### src/rtl/pattern_scan_pkg.sv
// Shared types, constants and helpers for the pattern scan arbiter slice.
package pattern_scan_pkg;

  typedef enum logic [1:0] {
    IDLE   = 2'd0,
    SCAN   = 2'd1,
    REPORT = 2'd2
  } state_e;

  localparam int IDX_W = 3;

  function automatic logic [15:0] sat_inc(input logic [15:0] v, input logic [15:0] max);
    return (v >= max) ? max : v + 16'd1;
  endfunction

endpackage

### src/rtl/pattern_scan_arbiter_if.sv
// Requester-side bundle of the pattern scan arbiter: serial streams, config, result.
interface pattern_scan_arbiter_if
  import pattern_scan_pkg::*;
#(
  parameter int NREQ  = 4,
  parameter int PAT_W = 8,
  parameter int CNT_W = 8
);
  logic [NREQ-1:0]  req;
  logic [NREQ-1:0]  bit_in;
  logic [NREQ-1:0]  bit_vld;
  logic [NREQ-1:0]  last;
  logic [PAT_W-1:0] pattern;
  logic [3:0]       pat_len;
  logic             overlap_en;
  logic [NREQ-1:0]  grant;
  logic             busy;
  logic             done;
  logic [IDX_W-1:0] done_id;
  logic [CNT_W-1:0] match_cnt;
  logic             abort;

  modport master (
    output req, bit_in, bit_vld, last, pattern, pat_len, overlap_en,
    input  grant, busy, done, done_id, match_cnt, abort
  );

  modport slave (
    input  req, bit_in, bit_vld, last, pattern, pat_len, overlap_en,
    output grant, busy, done, done_id, match_cnt, abort
  );
endinterface

### src/rtl/pattern_scan_arbiter_matcher.sv
// Serial matcher: shift history plus bits-seen count; match is a combinational
// pulse for the bit being shifted in on this edge.
module serial_pattern_matcher
  import pattern_scan_pkg::*;
#(
  parameter int PAT_W = 8
) (
  input  logic             clk,
  input  logic             rst,
  input  logic             clr,
  input  logic             shift_en,
  input  logic             bit_in,
  input  logic [PAT_W-1:0] pattern,
  input  logic [3:0]       len,
  input  logic             overlap_en,
  output logic             match
);
  logic [PAT_W-1:0] hist_q, hist_d;
  logic [3:0]       seen_q, seen_d;
  logic [PAT_W-1:0] len_mask;
  logic [PAT_W-1:0] hist_shift;
  logic [3:0]       seen_inc;

  genvar gi;
  generate
    for (gi = 0; gi < PAT_W; gi++) begin : g_mask
      assign len_mask[gi] = (4'(gi) < len);
    end
  endgenerate

  assign hist_shift = {hist_q[PAT_W-2:0], bit_in};
  assign seen_inc   = 4'(sat_inc(16'(seen_q), 16'(PAT_W)));
  // A zero length never matches, even though the empty mask would compare equal.
  assign match = shift_en && (len != 4'd0) && (seen_inc >= len) &&
                 (((hist_shift ^ pattern) & len_mask) == '0);

  always_comb begin
    hist_d = hist_q;
    seen_d = seen_q;
    if (clr) begin
      hist_d = '0;
      seen_d = '0;
    end else if (shift_en) begin
      hist_d = hist_shift;
      seen_d = (match && !overlap_en) ? 4'd0 : seen_inc;
    end
  end

  always_ff @(posedge clk or posedge rst) begin
    if (rst) begin
      hist_q <= '0;
      seen_q <= '0;
    end else begin
      hist_q <= hist_d;
      seen_q <= seen_d;
    end
  end
endmodule

### src/rtl/pattern_scan_arbiter.sv
// Round-robin owner of one serial pattern matcher; reports one count per frame.
module pattern_scan_arbiter
  import pattern_scan_pkg::*;
#(
  parameter int NREQ  = 4,
  parameter int PAT_W = 8,
  parameter int CNT_W = 8
) (
  input  logic clk,
  input  logic rst,
  pattern_scan_arbiter_if.slave bus
);
  localparam logic [1:0]       S_IDLE   = IDLE;
  localparam logic [1:0]       S_SCAN   = SCAN;
  localparam logic [1:0]       S_REPORT = REPORT;
  localparam logic [3:0]       PAT_W4   = 4'(PAT_W);
  localparam logic [15:0]      CNT_MAX  = 16'((1 << CNT_W) - 1);
  localparam logic [IDX_W-1:0] LAST_IDX = IDX_W'(NREQ - 1);

  logic [1:0]       state_q, state_d;
  logic [NREQ-1:0]  grant_q, grant_d;
  logic [IDX_W-1:0] gidx_q, gidx_d;
  logic [IDX_W-1:0] ptr_q, ptr_d;
  logic             busy_q, busy_d;
  logic             done_q, done_d;
  logic [IDX_W-1:0] done_id_q, done_id_d;
  logic [CNT_W-1:0] match_cnt_q, match_cnt_d;
  logic             abort_q, abort_d;
  logic [CNT_W-1:0] cnt_q, cnt_d;
  logic [PAT_W-1:0] pat_q, pat_d;
  logic [3:0]       len_q, len_d;
  logic             ovl_q, ovl_d;

  logic [NREQ-1:0]  hi_mask, req_hi;
  logic             pick_vld;
  logic [IDX_W-1:0] pick_idx;
  logic             g_req, g_vld, g_last, g_bit;
  logic             shift_en, clr, match;

  genvar gi;
  generate
    for (gi = 0; gi < NREQ; gi++) begin : g_hi
      assign hi_mask[gi] = (IDX_W'(gi) >= ptr_q);
    end
  endgenerate

  // Requests at or above the pointer win; otherwise wrap to the lowest request.
  assign req_hi = bus.req & hi_mask;
  always_comb begin
    pick_vld = |bus.req;
    pick_idx = '0;
    for (int i = NREQ - 1; i >= 0; i--) begin
      if ((req_hi != '0) ? req_hi[i] : bus.req[i]) pick_idx = IDX_W'(i);
    end
  end

  assign g_req  = |(bus.req & grant_q);
  assign g_vld  = |(bus.bit_vld & grant_q);
  assign g_last = |(bus.last & grant_q);
  assign g_bit  = |(bus.bit_in & grant_q);

  serial_pattern_matcher #(.PAT_W(PAT_W)) u_matcher (
    .clk(clk), .rst(rst), .clr(clr), .shift_en(shift_en), .bit_in(g_bit),
    .pattern(pat_q), .len(len_q), .overlap_en(ovl_q), .match(match)
  );

  always_comb begin
    state_d     = state_q;
    grant_d     = grant_q;
    gidx_d      = gidx_q;
    ptr_d       = ptr_q;
    busy_d      = busy_q;
    done_d      = 1'b0;
    done_id_d   = done_id_q;
    match_cnt_d = match_cnt_q;
    abort_d     = abort_q;
    cnt_d       = cnt_q;
    pat_d       = pat_q;
    len_d       = len_q;
    ovl_d       = ovl_q;
    shift_en    = 1'b0;
    clr         = 1'b0;
    case (state_q)
      S_IDLE: begin
        if (pick_vld) begin
          grant_d = NREQ'(1) << pick_idx;
          gidx_d  = pick_idx;
          busy_d  = 1'b1;
          pat_d   = bus.pattern;
          len_d   = (bus.pat_len > PAT_W4) ? PAT_W4 : bus.pat_len;
          ovl_d   = bus.overlap_en;
          cnt_d   = '0;
          clr     = 1'b1;
          state_d = S_SCAN;
        end
      end
      S_SCAN: begin
        // A bit carrying last is still counted even if req fell on that edge.
        shift_en = g_vld && (g_req || g_last);
        if (match) cnt_d = CNT_W'(sat_inc(16'(cnt_q), CNT_MAX));
        if ((g_vld && g_last) || !g_req) begin
          state_d     = S_REPORT;
          grant_d     = '0;
          busy_d      = 1'b0;
          ptr_d       = (gidx_q == LAST_IDX) ? '0 : gidx_q + IDX_W'(1);
          done_d      = 1'b1;
          done_id_d   = gidx_q;
          match_cnt_d = cnt_d;
          abort_d     = !(g_vld && g_last);
        end
      end
      S_REPORT: state_d = S_IDLE;
      default:  state_d = S_IDLE;
    endcase
  end

  always_ff @(posedge clk or posedge rst) begin
    if (rst) begin
      state_q     <= S_IDLE;
      grant_q     <= '0;
      gidx_q      <= '0;
      ptr_q       <= '0;
      busy_q      <= 1'b0;
      done_q      <= 1'b0;
      done_id_q   <= '0;
      match_cnt_q <= '0;
      abort_q     <= 1'b0;
      cnt_q       <= '0;
      pat_q       <= '0;
      len_q       <= '0;
      ovl_q       <= 1'b0;
    end else begin
      state_q     <= state_d;
      grant_q     <= grant_d;
      gidx_q      <= gidx_d;
      ptr_q       <= ptr_d;
      busy_q      <= busy_d;
      done_q      <= done_d;
      done_id_q   <= done_id_d;
      match_cnt_q <= match_cnt_d;
      abort_q     <= abort_d;
      cnt_q       <= cnt_d;
      pat_q       <= pat_d;
      len_q       <= len_d;
      ovl_q       <= ovl_d;
    end
  end

  assign bus.grant     = grant_q;
  assign bus.busy      = busy_q;
  assign bus.done      = done_q;
  assign bus.done_id   = done_id_q;
  assign bus.match_cnt = match_cnt_q;
  assign bus.abort     = abort_q;
endmodule

### src/flat_wrapper.sv
// flat-port wrapper written by rule: the top's interface ports become plain ports
module pattern_scan_arbiter_flat import pattern_scan_pkg::*;
#(
  parameter int NREQ  = 4,
  parameter int PAT_W = 8,
  parameter int CNT_W = 8
)
  (clk, rst, bus_req, bus_bit_in, bus_bit_vld, bus_last, bus_pattern, bus_pat_len, bus_overlap_en, bus_grant, bus_busy, bus_done, bus_done_id, bus_match_cnt, bus_abort);
  pattern_scan_arbiter_if #(.NREQ(NREQ), .PAT_W(PAT_W), .CNT_W(CNT_W)) bus_i ();
  input  logic clk;
  input  logic rst;
  input wire logic [$bits(bus_i.req)-1:0] bus_req;
  input wire logic [$bits(bus_i.bit_in)-1:0] bus_bit_in;
  input wire logic [$bits(bus_i.bit_vld)-1:0] bus_bit_vld;
  input wire logic [$bits(bus_i.last)-1:0] bus_last;
  input wire logic [$bits(bus_i.pattern)-1:0] bus_pattern;
  input wire logic [$bits(bus_i.pat_len)-1:0] bus_pat_len;
  input wire logic [$bits(bus_i.overlap_en)-1:0] bus_overlap_en;
  output wire logic [$bits(bus_i.grant)-1:0] bus_grant;
  output wire logic [$bits(bus_i.busy)-1:0] bus_busy;
  output wire logic [$bits(bus_i.done)-1:0] bus_done;
  output wire logic [$bits(bus_i.done_id)-1:0] bus_done_id;
  output wire logic [$bits(bus_i.match_cnt)-1:0] bus_match_cnt;
  output wire logic [$bits(bus_i.abort)-1:0] bus_abort;
  assign bus_i.req = bus_req;
  assign bus_i.bit_in = bus_bit_in;
  assign bus_i.bit_vld = bus_bit_vld;
  assign bus_i.last = bus_last;
  assign bus_i.pattern = bus_pattern;
  assign bus_i.pat_len = bus_pat_len;
  assign bus_i.overlap_en = bus_overlap_en;
  assign bus_grant = bus_i.grant;
  assign bus_busy = bus_i.busy;
  assign bus_done = bus_i.done;
  assign bus_done_id = bus_i.done_id;
  assign bus_match_cnt = bus_i.match_cnt;
  assign bus_abort = bus_i.abort;
  pattern_scan_arbiter #(.NREQ(NREQ), .PAT_W(PAT_W), .CNT_W(CNT_W)) u_core (.clk(clk), .rst(rst), .bus(bus_i));
endmodule
### config.mk
export PLATFORM = sky130hd
export DESIGN_NAME = pattern_scan_arbiter_flat
export DESIGN_NICKNAME = d
export VERILOG_FILES = /design/src/rtl/pattern_scan_pkg.sv /design/src/rtl/pattern_scan_arbiter_if.sv /design/src/rtl/pattern_scan_arbiter_matcher.sv /design/src/rtl/pattern_scan_arbiter.sv /design/src/flat_wrapper.sv
export SDC_FILE = /design/constraint.sdc
export NUM_CORES = 1
export LEC_CHECK = 0
export ABC_AREA = 1
export BUFFER_PORTS_ARGS = -buffer_cell sky130_fd_sc_hd__buf_2
export CAP_MARGIN = 10
export CORE_MARGIN = 2
export CORE_UTILIZATION = 56
export DETAILED_ROUTE_END_ITERATION = 7
export PLACE_DENSITY_LB_ADDON = 0.25
export SETUP_SLACK_MARGIN = 0.05
export SYNTH_ARGS = -nofsm -noshare
export SYNTH_HDL_FRONTEND = slang
export SYNTH_SLANG_ARGS = --single-unit
### constraint.sdc
create_clock -name clk -period 2.75 [get_ports clk]
set_input_delay 0.4125 -clock clk [delete_from_list [all_inputs] [get_ports clk]]
set_output_delay 0.4125 -clock clk [all_outputs]
set_load 0.05 [all_outputs]
* After elaboration in Yosys (flattened, before gate mapping)
Cells that the tools add are included.
** Storage, ports and cells
- Register bits :: 58
- Output and inout bits :: 18
** Operators by class
- Add/subtract/negate cells :: 3
- $lt $le $gt $ge :: 16
- Equal/unequal tests :: 4
- Shift operators :: 1
- Multiplexer cells :: 34
- Bitwise gates (word level) :: 7
- Reductions and logical operators :: 27
** Operator list (count)
- $mux 4 :: 7
- $mux 8 :: 3
- $and 4x4->4 :: 5
- $reduce_or 4->1 :: 5
- $lt 3x4->1 const A :: 4
- $pmux 8 s2 :: 1
- $mux 7 :: 2
- $mux 2 :: 6
- $mux 1 :: 11
- $add 8x1->8 const B :: 1
- $and 8x8->8 :: 1
- $ge 8x8->1 const B :: 1
- $logic_not 8->1 :: 1
- $lt 1x4->1 const A :: 2
- $lt 2x4->1 const A :: 2
- $pmux 4 s2 :: 1
- $reduce_and 2->1 :: 4
- $reduce_bool 4->1 :: 2
- $xor 8x8->8 :: 1
- $ge 1x3->1 const A :: 2
- $ge 2x3->1 const A :: 2
- $logic_and 1x1->1 :: 6
- $add 4x1->4 const B :: 1
- $ge 4x4->1 :: 1
- 15 further kinds :: 20

* Longest topological paths before layout
Gate-level depths: netlist of run 1.
- Word-level depth :: 12
- Gate-level depth with buffers :: 14
- Depth with buffers taken out :: 14

* Hierarchy
Synthesis of run 1 repeated with hierarchy kept, for this count alone.
** Unflattened totals
- Cell total of the unflattened synthesis :: 412
- Area total of the unflattened synthesis :: 3012.9 um2
** Modules (own cells, without submodules)
- pattern_scan_arbiter :: instances 1, cells an instance 278, area an instance 2158.3 um2, sequential area each 1101.1 um2
- serial_pattern_matcher :: instances 1, cells an instance 134, area an instance 854.6 um2, sequential area each 275.3 um2

* Worst setup path after synthesis of run 1
No wires, ideal clock.
- Kind :: reg-to-reg
- Start point :: register u_core.u_matcher.seen_q[0]
- End point :: register u_core.cnt_q[0]
- Setup time :: 118 ps
- Arrival time :: 1948 ps
- Path slack :: 684 ps
- Stages on the path, launching flop included :: 14
- Path buffers :: 0
- Clock period less this slack :: 2066 ps
- Cell sequence :: dfrtp_1 -> inv_1 -> ha_1 -> inv_1 -> nor2_1 -> ha_1 -> inv_1 -> nor2_1 -> o211ai_1 -> nand3_1 -> nand3_4 -> nand2_1 -> nand3_1 -> nand2_1
** On the way
- Longest elaborated chain between the ends :: 7
** Ends and longest elaborated chain
- from (decl) :: line pattern_scan_arbiter_matcher.sv:19 : logic [3:0] seen_q, seen_d;
- from (signal assigned) :: line pattern_scan_arbiter_matcher.sv:55 : seen_q <= seen_d;
- $add 4x1->4 / $ge 4x4->1 (equally long branches) :: line pattern_scan_pkg.sv:13 : return (v >= max) ? max : v + 16'd1;
- $mux 4 * :: line pattern_scan_pkg.sv:13
- $ge 4x4->1 * :: line pattern_scan_arbiter_matcher.sv:34 : assign match = shift_en && (len != 4'd0) && (seen_inc >= len) &&
- $logic_and 1x1->1 * (2 in series) :: line pattern_scan_arbiter_matcher.sv:34
- $mux 8 * :: line pattern_scan_arbiter.sv:100 : if (match) cnt_d = CNT_W'(sat_inc(16'(cnt_q), CNT_MAX));
- $pmux 8 s2 * :: line pattern_scan_arbiter.sv:83 : case (state_q)
- to (signal assigned) :: line pattern_scan_arbiter.sv:142 : cnt_q <= cnt_d;
- to (decl) :: line pattern_scan_arbiter.sv:29 : logic [CNT_W-1:0] cnt_q, cnt_d;
Every way passes the cells marked *; elsewhere a longest branch is shown, timed or not.
A chain may end at the register's enable or synchronous reset.

* Worst setup path in the final report of run 1
- Start point :: register u_core.u_matcher.seen_q[0]
- End point :: register u_core.match_cnt_q[3], in the netlist u_core.bus.match_cnt[3]
** On the way
- Longest elaborated chain between the ends :: 6
** Ends and longest elaborated chain
- $add 4x1->4 / $ge 4x4->1 (equally long branches) :: line pattern_scan_pkg.sv:13
- $mux 4 * :: line pattern_scan_pkg.sv:13
- $ge 4x4->1 * :: line pattern_scan_arbiter_matcher.sv:34
- $logic_and 1x1->1 * (2 in series) :: line pattern_scan_arbiter_matcher.sv:34
- $mux 8 * :: line pattern_scan_arbiter.sv:100
- to (signal assigned) :: line pattern_scan_arbiter.sv:140 : match_cnt_q <= match_cnt_d;
- to (decl) :: line pattern_scan_arbiter.sv:27 : logic [CNT_W-1:0] match_cnt_q, match_cnt_d;
Marks and branches as above.

==> results of run 1 <==
final cells by class:
class / instances / area (µm²) / area share [%]
Timing Repair Buffer: 51 / 265.3 / 7.797
Clock buffer: 6 / 82.58 / 2.427
Clock inverter: 2 / 38.79 / 1.140
Multi-Input combinational cell: 288 / 1368 / 40.20
Sequential cell: 55 / 1376 / 40.46
Tap cell: 70 / 87.58 / 2.574
Inverter: 49 / 183.9 / 5.406
power by group:
group	internal, µW	leakage (µW)	total (µW)	switching (µW)
Clock	300	0.0000618	577	276
Combinational	427	0.00118	1540	1110
Sequential	1020	0.000723	1170	145
Total	1750	0.00197	3280	1530
flip-flops by register name, summed over array words and instances (netlist names):
| signal | cells |
|---|---|
| u_core.len_q | 4 |
| u_core.gidx_q | 2 |
| u_core.bus.done_id | 2 |
| u_core.ovl_q | 1 |
| u_core.ptr_q | 2 |
| u_core.cnt_q | 8 |
| u_core.bus.done | 1 |
| u_core.bus.match_cnt | 8 |
| u_core.pat_q | 8 |
| u_core.u_matcher.seen_q | 4 |
| u_core.bus.grant | 4 |
| u_core.u_matcher.hist_q | 7 |
| u_core.bus.abort | 1 |
| u_core.bus.busy | 1 |
| u_core.state_q | 2 |
kinds of logic (layout without fill, tap and decap cells):
| kind of cell | Yosys count | in the layout | share of synthesized area, % |
|---|---|---|---|
| buffers and inverters | 56 | 108 | 7.351 |
| AND/OR/NAND/NOR | 238 | 238 | 34.22 |
| other | 1 | 1 | 0.1266 |
| AO/OA/AOI/OAI | 36 | 36 | 6.971 |
| XOR/XNOR | 5 | 5 | 1.479 |
| flip-flops | 55 | 55 | 46.47 |
| adder cells (fa/ha/maj) | 8 | 8 | 3.380 |
layer usage:
metal  vias to the layer above  track usage (%)  part of all wire (%)
met2                        54            38.68                    49
met3                         6            4.588                   3.6
met4                         0            4.364                  0.82
met5                         -                0                     0
met1                      1236            28.46                    47
li1                       1360                -                     -
critical path, cell delays in order (launching register included):
cell,delay (ns)
dfrtp_1,0.42
inv_1,0.06
ha_1,0.28
inv_1,0.03
nor2_1,0.12
ha_1,0.26
inv_1,0.06
nor2_1,0.03
o211ai_1,0.14
nand3_1,0.34
nand3_4,0.25
nand2_1,0.07
nand2_1,0.08
nand2_1,0.06
nand2_1,0.06
worst max path at each step:
stage,start,endpoint,slack (ns),cells past startpoint
final,u_core.u_matcher.seen_q[0],u_core.bus.match_cnt[3],0.41,14
after detailed placement,u_core.u_matcher.seen_q[0],u_core.cnt_q[1],0.42,13
after global routing,u_core.u_matcher.seen_q[0],u_core.cnt_q[3],0.13,14
after global placement,u_core.u_matcher.seen_q[0],u_core.bus.match_cnt[2],0.52,13
after floorplan,u_core.u_matcher.seen_q[0],u_core.cnt_q[0],0.68,13
after CTS,u_core.u_matcher.seen_q[0],u_core.bus.match_cnt[3],0.41,14
Yosys cell counts, types with 2 or more instances:
cell	n	area share [%]
a21oi_1	4	0.68
buf_4	2	0.51
clkbuf_1	5	0.63
dfrtp_1	55	46
ha_1	8	3.4
inv_1	48	6.1
nand2_1	168	21
nand3_1	27	4.6
nand4_1	11	2.3
nor2_1	20	2.5
nor2_2	3	0.63
nor3_1	2	0.34
o21ai_0	17	2.9
o21ai_1	2	0.34
o21ai_2	2	0.59
o22ai_1	8	1.7
xnor2_1	2	0.59
xor2_1	3	0.89
stage by stage:
stage          hold slack [ns]  util, %  area [µm²]
6_report                0.1976    66.61        3402
5_1_grt                 0.2652    66.61        3402
4_1_cts                 0.2293    66.61        3402
3_5_place_dp            0.4608    64.23        3281
3_3_place_gp            0.4583    64.23        3281
2_1_floorplan           0.4678        -        2962
==> qor.csv, run 1 <==
metric;value;unit
critical path arrival;2.58;ns
Mapped Area;2962;µm²
worst-case vdd ir drop;0.0005105;V
via count;2656;
clock slew at reported path FFs;0.11;ns
Num CTS Buffers;5;
GRT Total Usage;22.09;%
final slew viol count;0;
CP endpoint kind;register;
Core Area;5107;µm²
Cell Pwr Density;964.9;nW/µm²
worst slew pin tran;0.6791;ns
clk root buf;clkbuf_8;
Max Cap Viol;0;
Die W;76.72;µm
Setup Viol. Count Final;0;
CTS sink cnt;55;
Gate Count Post-Synth;399;
Fillers;457;
GPL Wtd Cong;0.8488;
R2R setup slack;0.41;ns
Crit path required time;3.00;ns
layout cells sized above 1;15.74;%
status;finished, final reports clean;
Routed Antenna Nets;0;
Worst Skew;0.006882;ns
CTS tree;built;
Skew-Pair Late Insertion Delay;0.31;ns
setup TNS;0;ns
Worst R2R Path Depth;14;
reg2reg end;u_core.bus.match_cnt[3];
syn nets;438;
Ports;49;
placed insts;513;
die area;5886;µm²
most frequent cells in the layout;nand2_1 (168), dfrtp_1 (55), inv_1 (47), buf_2 (47), nand3_1 (27);
Port Buffers;47;
Die Y;76.72;µm
CP Max Fanout;10;
RSZ-0062 raised after global routing;no;
# hold bufs at CTS;0;
pre-CTS WS;0.4246;ns
Final #Nets;489;
post-synthesis sequential area ratio;46.47;%
DRC;0;
Post-synth ARST share;100.0;%
Syn Area/Cell;7.423;µm²
synthesis-stage register bit count;55;
Layout Area Growth over Synthesis;14.87;%
Critical Path Start Type;register;
worst hold path class;input pin to asynchronous set/reset pin;
Initial DRC Count;171;
initial antenna violation count;0;
kind of critical path;register to register;
final cell count without fillers;521;
Ys Warns;0;
largest net degree at the start of global routing;34;
max_slew headroom;54.66;%
post-synth cell types;30;
htree depth;2;
ant diodes;0;
CTS Buffer Depth;2;
most common cell after layout, fill and taps aside;nand2_1;
Main synth FF type;dfrtp_1;
post_cts resized;0;
Total Power;3283;µW
Pleak;0.001965;µW
first-pass GRT wire length;10.70;mm
period utilisation layout;85.01;%
vias per cell;5.098;
fmax;427.7;MHz
Hold Vio Cnt, Final;0;
FF-to-FF Start;u_core.u_matcher.seen_q[0];
post-detail-place hpwl;4.664;mm
Congestion Overflow GR;0;
vias in the first global route;2507;
routed length per placed instance;11.64;µm
starting density of the core;57.99;%
FP Rows;26;
Final min period;2.338;ns
Final WS setup;0.4122;ns
Post-synth EDFFs;0;
drt first pass iters;4;
Routed Wire Length;6.062;mm
# Post-CTS Setup Buffers;0;
Note: power is estimated with default switching activity, not from simulation.
==> run 2, diff against run 1 <==
RECOVER_POWER = 50   (was not set)
==> run 2 against run 1 <==
Net effect: clock power hardly changed; sequential share of layout area grew 0.18 points; final area decreased by 0.44%.
==> qor.csv, run 2 (synthesis gave the netlist of run 1 again) <==
metric;value;unit;change
status;finished, final reports clean;;unchanged
CP endpoint kind;register;;unchanged
max_slew headroom;17.43;%;was 54.66%
Skew-Pair Late Insertion Delay;0.31;ns;about the same
clk root buf;clkbuf_8;;unchanged
Routed Antenna Nets;0;;unchanged
largest net degree at the start of global routing;34;;unchanged
Ports;49;;unchanged
CTS tree;built;;unchanged
post-detail-place hpwl;4.664;mm;unchanged
fmax;426.6;MHz;was 427.7 MHz
first-pass GRT wire length;10.70;mm;unchanged
kind of critical path;register to register;;unchanged
# hold bufs at CTS;0;;unchanged
Critical Path Start Type;register;;unchanged
Core Area;5107;µm²;unchanged
Pleak;0.001945;µW;was 0.001965 µW
starting density of the core;57.99;%;unchanged
Routed Wire Length;6.073;mm;was 6.062 mm
drt first pass iters;4;;unchanged
final slew viol count;0;;unchanged
Cell Pwr Density;965.4;nW/µm²;was 964.9 nW/µm²
period utilisation layout;85.24;%;was 85.01%
Setup Viol. Count Final;0;;unchanged
CTS Buffer Depth;2;;unchanged
critical path arrival;2.59;ns;was 2.58 ns
Hold Vio Cnt, Final;0;;unchanged
Die Y;76.72;µm;unchanged
GRT Total Usage;22.09;%;unchanged
layout cells sized above 1;14.19;%;was 15.74%
# Post-CTS Setup Buffers;0;;unchanged
most frequent cells in the layout;nand2_1 (168), dfrtp_1 (55), inv_1 (48), buf_2 (44), nand3_1 (27);;was nand2_1 (168), dfrtp_1 (55), inv_1 (47), buf_2 (47), nand3_1 (27)
CP Max Fanout;10;;unchanged
routed length per placed instance;11.66;µm;was 11.64 µm
ant diodes;0;;unchanged
Worst Skew;0.007905;ns;was 0.006882 ns
Crit path required time;3.00;ns;about the same
final hold slack;0.2955;ns;was 0.1976 ns
post_cts resized;0;;unchanged
RSZ-0062 raised after global routing;no;;unchanged
htree depth;2;;unchanged
via count;2646;;was 2656
worst slew pin tran;1.237;ns;was 0.6791 ns
Final #Nets;489;;unchanged
Final min period;2.344;ns;was 2.338 ns
most common cell after layout, fill and taps aside;nand2_1;;unchanged
Total Power;3270;µW;was 3283 µW
Port Buffers;47;;unchanged
Layout Area Growth over Synthesis;14.36;%;was 14.87%
vias per cell;5.079;;was 5.098
die area;5886;µm²;unchanged
setup TNS;0;ns;unchanged
Congestion Overflow GR;0;;unchanged
FP Rows;26;;unchanged
Die W;76.72;µm;unchanged
worst hold path class;input pin to register;;was input pin to asynchronous set/reset pin
worst-case vdd ir drop;0.0005087;V;was 0.0005105 V
vias in the first global route;2507;;unchanged
CTS sink cnt;55;;unchanged
Num CTS Buffers;5;;unchanged
Max Cap Viol;0;;unchanged
Initial DRC Count;186;;was 171
DRC;0;;unchanged
clock slew at reported path FFs;0.11;ns;about the same
initial antenna violation count;0;;unchanged
GPL Wtd Cong;0.8488;;unchanged
run 2: cell count changes in the layout (fill, tap and decap cells not counted), sizes merged:
cell / change
buf: -6
clkbuf: +6
run 2: power by group:
group / internal [µW] / total, µW / switching (µW)
registers: 1020 / 1170 / 146
logic: 413 / 1530 / 1110
clock network: 300 / 574 / 274
run 2: final timing paths:
check / start / end / slack [ns] / cells after the start
max in group asynchronous: rst / u_core.len_q[3] / 1.17 / 3
hold / removal: bus_pattern[3] / u_core.pat_q[3] / 0.30 / 3
hold reg to reg: u_core.bus.abort / u_core.bus.abort / 0.48 / 2
setup reg to reg: u_core.u_matcher.seen_q[0] / u_core.bus.match_cnt[3] / 0.41 / 14
min in group asynchronous: rst / u_core.bus.grant[2] / 0.43 / 2
setup / recovery: u_core.u_matcher.seen_q[0] / u_core.bus.match_cnt[3] / 0.41 / 14
run 2: layout make-up:
cell class / count / area [µm²]
Inverter: 49 / 183.9
Clock inverter: 2 / 38.79
Tap cell: 70 / 87.58
Multi-Input combinational cell: 288 / 1368
Clock buffer: 6 / 82.58
Sequential cell: 55 / 1376
Fill cell: 459 / 1720
Timing Repair Buffer: 51 / 250.2
run 2: stage by stage:
stage	setup slack [ns]	std cells	instance area, µm²	utilization [%]
5_1_grt	0.1303	521	3387	66.32
2_1_floorplan	0.6838	399	2962	-
3_3_place_gp	0.5153	513	3281	64.23
6_report	0.4060	521	3387	66.32
4_1_cts	0.4082	521	3402	66.61
3_5_place_dp	0.4246	513	3281	64.23
run 2: layer usage:
metal	part of all wire (%)	global-route usage [%]
met1	47	28.46
met2	49	38.68
met3	3.1	4.588
met4	1.0	4.364
met5	0	0
run 2: worst max-delay path, cell delays in order (launching register included):
cell,delay [ns]
dfrtp_1,0.42
inv_1,0.06
ha_1,0.28
inv_1,0.03
nor2_1,0.12
ha_1,0.26
inv_1,0.06
nor2_1,0.03
o211ai_1,0.14
nand3_1,0.34
nand3_4,0.26
nand2_1,0.07
nand2_1,0.09
nand2_1,0.06
nand2_1,0.06
==> run 3, diff against run 2 <==
GPL_ROUTABILITY_DRIVEN = 0   (was not set)
PLACE_DENSITY = 0.81   (was not set)
PLACE_DENSITY_LB_ADDON = not set   (was 0.25)
==> run 3 against run 2 <==
Net effect: global-route usage up 0.55 points; sequential power about the same; setup slack worse by 0.035 ns; core utilization down 0.20 points; non-clock buffer count down 1; wire length up 1.6%; combinational power about the same; critical endpoint is now u_core.bus.match_cnt[1]; largest power group unchanged.
==> qor.csv, run 3 (synthesis gave the netlist of run 1 again) <==
metric;value;unit;change
status;finished, final reports clean;;unchanged
Total Power;3245;µW;was 3270 µW
Fillers;456;;was 459
vias in the first global route;2549;;was 2507
Port Buffers;47;;unchanged
Core Area;5107;µm²;unchanged
R2R setup slack;0.37;ns;was 0.41 ns
starting density of the core;57.99;%;unchanged
clk root buf;clkbuf_8;;unchanged
final slew viol count;0;;unchanged
Core Util, Final;66.12;%;was 66.32%
vias per cell;5.135;;was 5.079
period utilisation layout;86.49;%;was 85.24%
Final min period;2.379;ns;was 2.344 ns
max_slew headroom;12.32;%;was 17.43%
via count;2670;;was 2646
routed length per placed instance;11.87;µm;was 11.66 µm
initial antenna violation count;0;;unchanged
first-pass GRT wire length;11.01;mm;was 10.70 mm
Initial DRC Count;161;;was 186
critical path arrival;2.58;ns;was 2.59 ns
worst slew pin tran;1.315;ns;was 1.237 ns
most common cell after layout, fill and taps aside;nand2_1;;unchanged
crit path to;u_core.bus.match_cnt[1];;was u_core.bus.match_cnt[3]
Num CTS Buffers;5;;unchanged
register area;1376;µm²;unchanged
multi-input logic area;1368;µm²;unchanged
Routed Wire Length;6.173;mm;was 6.073 mm
Routed Antenna Nets;0;;unchanged
ant diodes;0;;unchanged
Max Cap Viol;0;;unchanged
post_cts resized;0;;unchanged
htree depth;2;;unchanged
post-detail-place hpwl;4.613;mm;was 4.664 mm
clock slew at reported path FFs;0.10;ns;was 0.11 ns
CTS tree;built;;unchanged
Die W;76.72;µm;unchanged
Final #Nets;488;;was 489
layout cells sized above 1;13.78;%;was 14.19%
Critical Path Start Type;register;;unchanged
GRT Total Usage;22.64;%;was 22.09%
FP Rows;26;;unchanged
largest net degree at the start of global routing;56;;was 34
Cell Pwr Density;960.9;nW/µm²;was 965.4 nW/µm²
Congestion Overflow GR;0;;unchanged
Crit. Startpoint;u_core.u_matcher.seen_q[0];;unchanged
Die Y;76.72;µm;unchanged
worst hold path class;input pin to register;;unchanged
kind of critical path;register to register;;unchanged
DR top layer;met4;;unchanged
Hold Vio Cnt, Final;0;;unchanged
drt first pass iters;4;;unchanged
Worst R2R Path Depth;13;;was 14
CTS Buffer Depth;2;;unchanged
setup TNS;0;ns;unchanged
CP endpoint kind;register;;unchanged
Skew-Pair Late Insertion Delay;0.30;ns;was 0.31 ns
Setup Viol. Count Final;0;;unchanged
RSZ-0062 raised after global routing;no;;unchanged
reg2reg end;u_core.bus.match_cnt[1];;was u_core.bus.match_cnt[3]
most frequent cells in the layout;nand2_1 (168), dfrtp_1 (55), inv_1 (48), buf_2 (41), nand3_1 (27);;was nand2_1 (168), dfrtp_1 (55), inv_1 (48), buf_2 (44), nand3_1 (27)
worst-case vdd ir drop;0.0005770;V;was 0.0005087 V
CP Max Fanout;10;;unchanged
# hold bufs at CTS;0;;unchanged
Layout Area Growth over Synthesis;14.03;%;was 14.36%
Pleak;0.001934;µW;was 0.001945 µW
# Post-CTS Setup Buffers;0;;unchanged
Crit path required time;2.95;ns;was 3.00 ns
met3 WL;320;µm;was 188 µm
DRC;0;;unchanged
die area;5886;µm²;unchanged
worst hold start;bus_pattern[0];;was bus_pattern[3]
CTS sink cnt;55;;unchanged
FF-to-FF Start;u_core.u_matcher.seen_q[0];;unchanged
Worst Skew;0.007546;ns;was 0.007905 ns
Ports;49;;unchanged
fmax;420.4;MHz;was 426.6 MHz
routed length on met2;2.982;mm;was 2.966 mm
metal1 wirelength;2.802;mm;was 2.855 mm
## run 3: cell count changes in the layout (fill, tap and decap cells not counted)
cell,before,now
clkinv_2,0,1
clkbuf_2,0,1
inv_6,1,0
buf_2,44,41
clkbuf_1,6,7
## run 3: final cells by class
type	instances	share of cell area [%]
Multi-Input combinational cell	288	40.50
Timing Repair Buffer	50	7.225
Clock inverter	2	1.037
Sequential cell	55	40.76
Inverter	49	5.446
Tap cell	70	2.594
Clock buffer	6	2.445
## run 3: worst max-delay path, stage by stage, from the launching register on
cell and delay (ns):
dfrtp_1 0.42, inv_1 0.06, ha_1 0.27, inv_1 0.03, nor2_1 0.14, ha_1 0.27, inv_1 0.06, nor2_1 0.03
o211ai_1 0.15, nand3_1 0.34, nand3_4 0.25, nand2_1 0.09, nand3_1 0.09, nand2_1 0.06
## run 3: metrics by stage
| stage | cells | instance area (µm²) | hold slack [ns] | worst slack (ns) |
|---|---|---|---|---|
| after floorplan | 399 | 2962 | 0.4678 | 0.6838 |
| after global placement | 512 | 3273 | 0.4595 | 0.5187 |
| after detailed placement | 512 | 3273 | 0.4624 | 0.4123 |
| after CTS | 520 | 3391 | 0.3054 | 0.3928 |
| after global routing | 520 | 3377 | 0.3153 | 0.1247 |
| final | 520 | 3377 | 0.3049 | 0.3714 |
## run 3: how the worst min path moves through the flow
stage | endpoint | slack (ns) | depth (start not counted)
floorplan | u_core.bus.done_id[1] | 0.47 | 2
global placement | u_core.bus.match_cnt[4] | 0.46 | 2
detailed placement | u_core.bus.match_cnt[4] | 0.46 | 2
CTS | u_core.bus.grant[1] | 0.31 | 3
global route | u_core.pat_q[4] | 0.32 | 3
finish | u_core.pat_q[0] | 0.30 | 3
## run 3: layer usage
layer	global-route usage [%]	vias to the layer above
li1	-	1349
met1	29.08	1238
met2	39.91	76
met3	3.882	7
met4	5.455	0
met5	0	-
## run 3: where the power goes
group	total [µW]	internal [µW]	switching, µW
clock	552	295	258
sequential	1170	1020	152
combinational	1520	409	1110
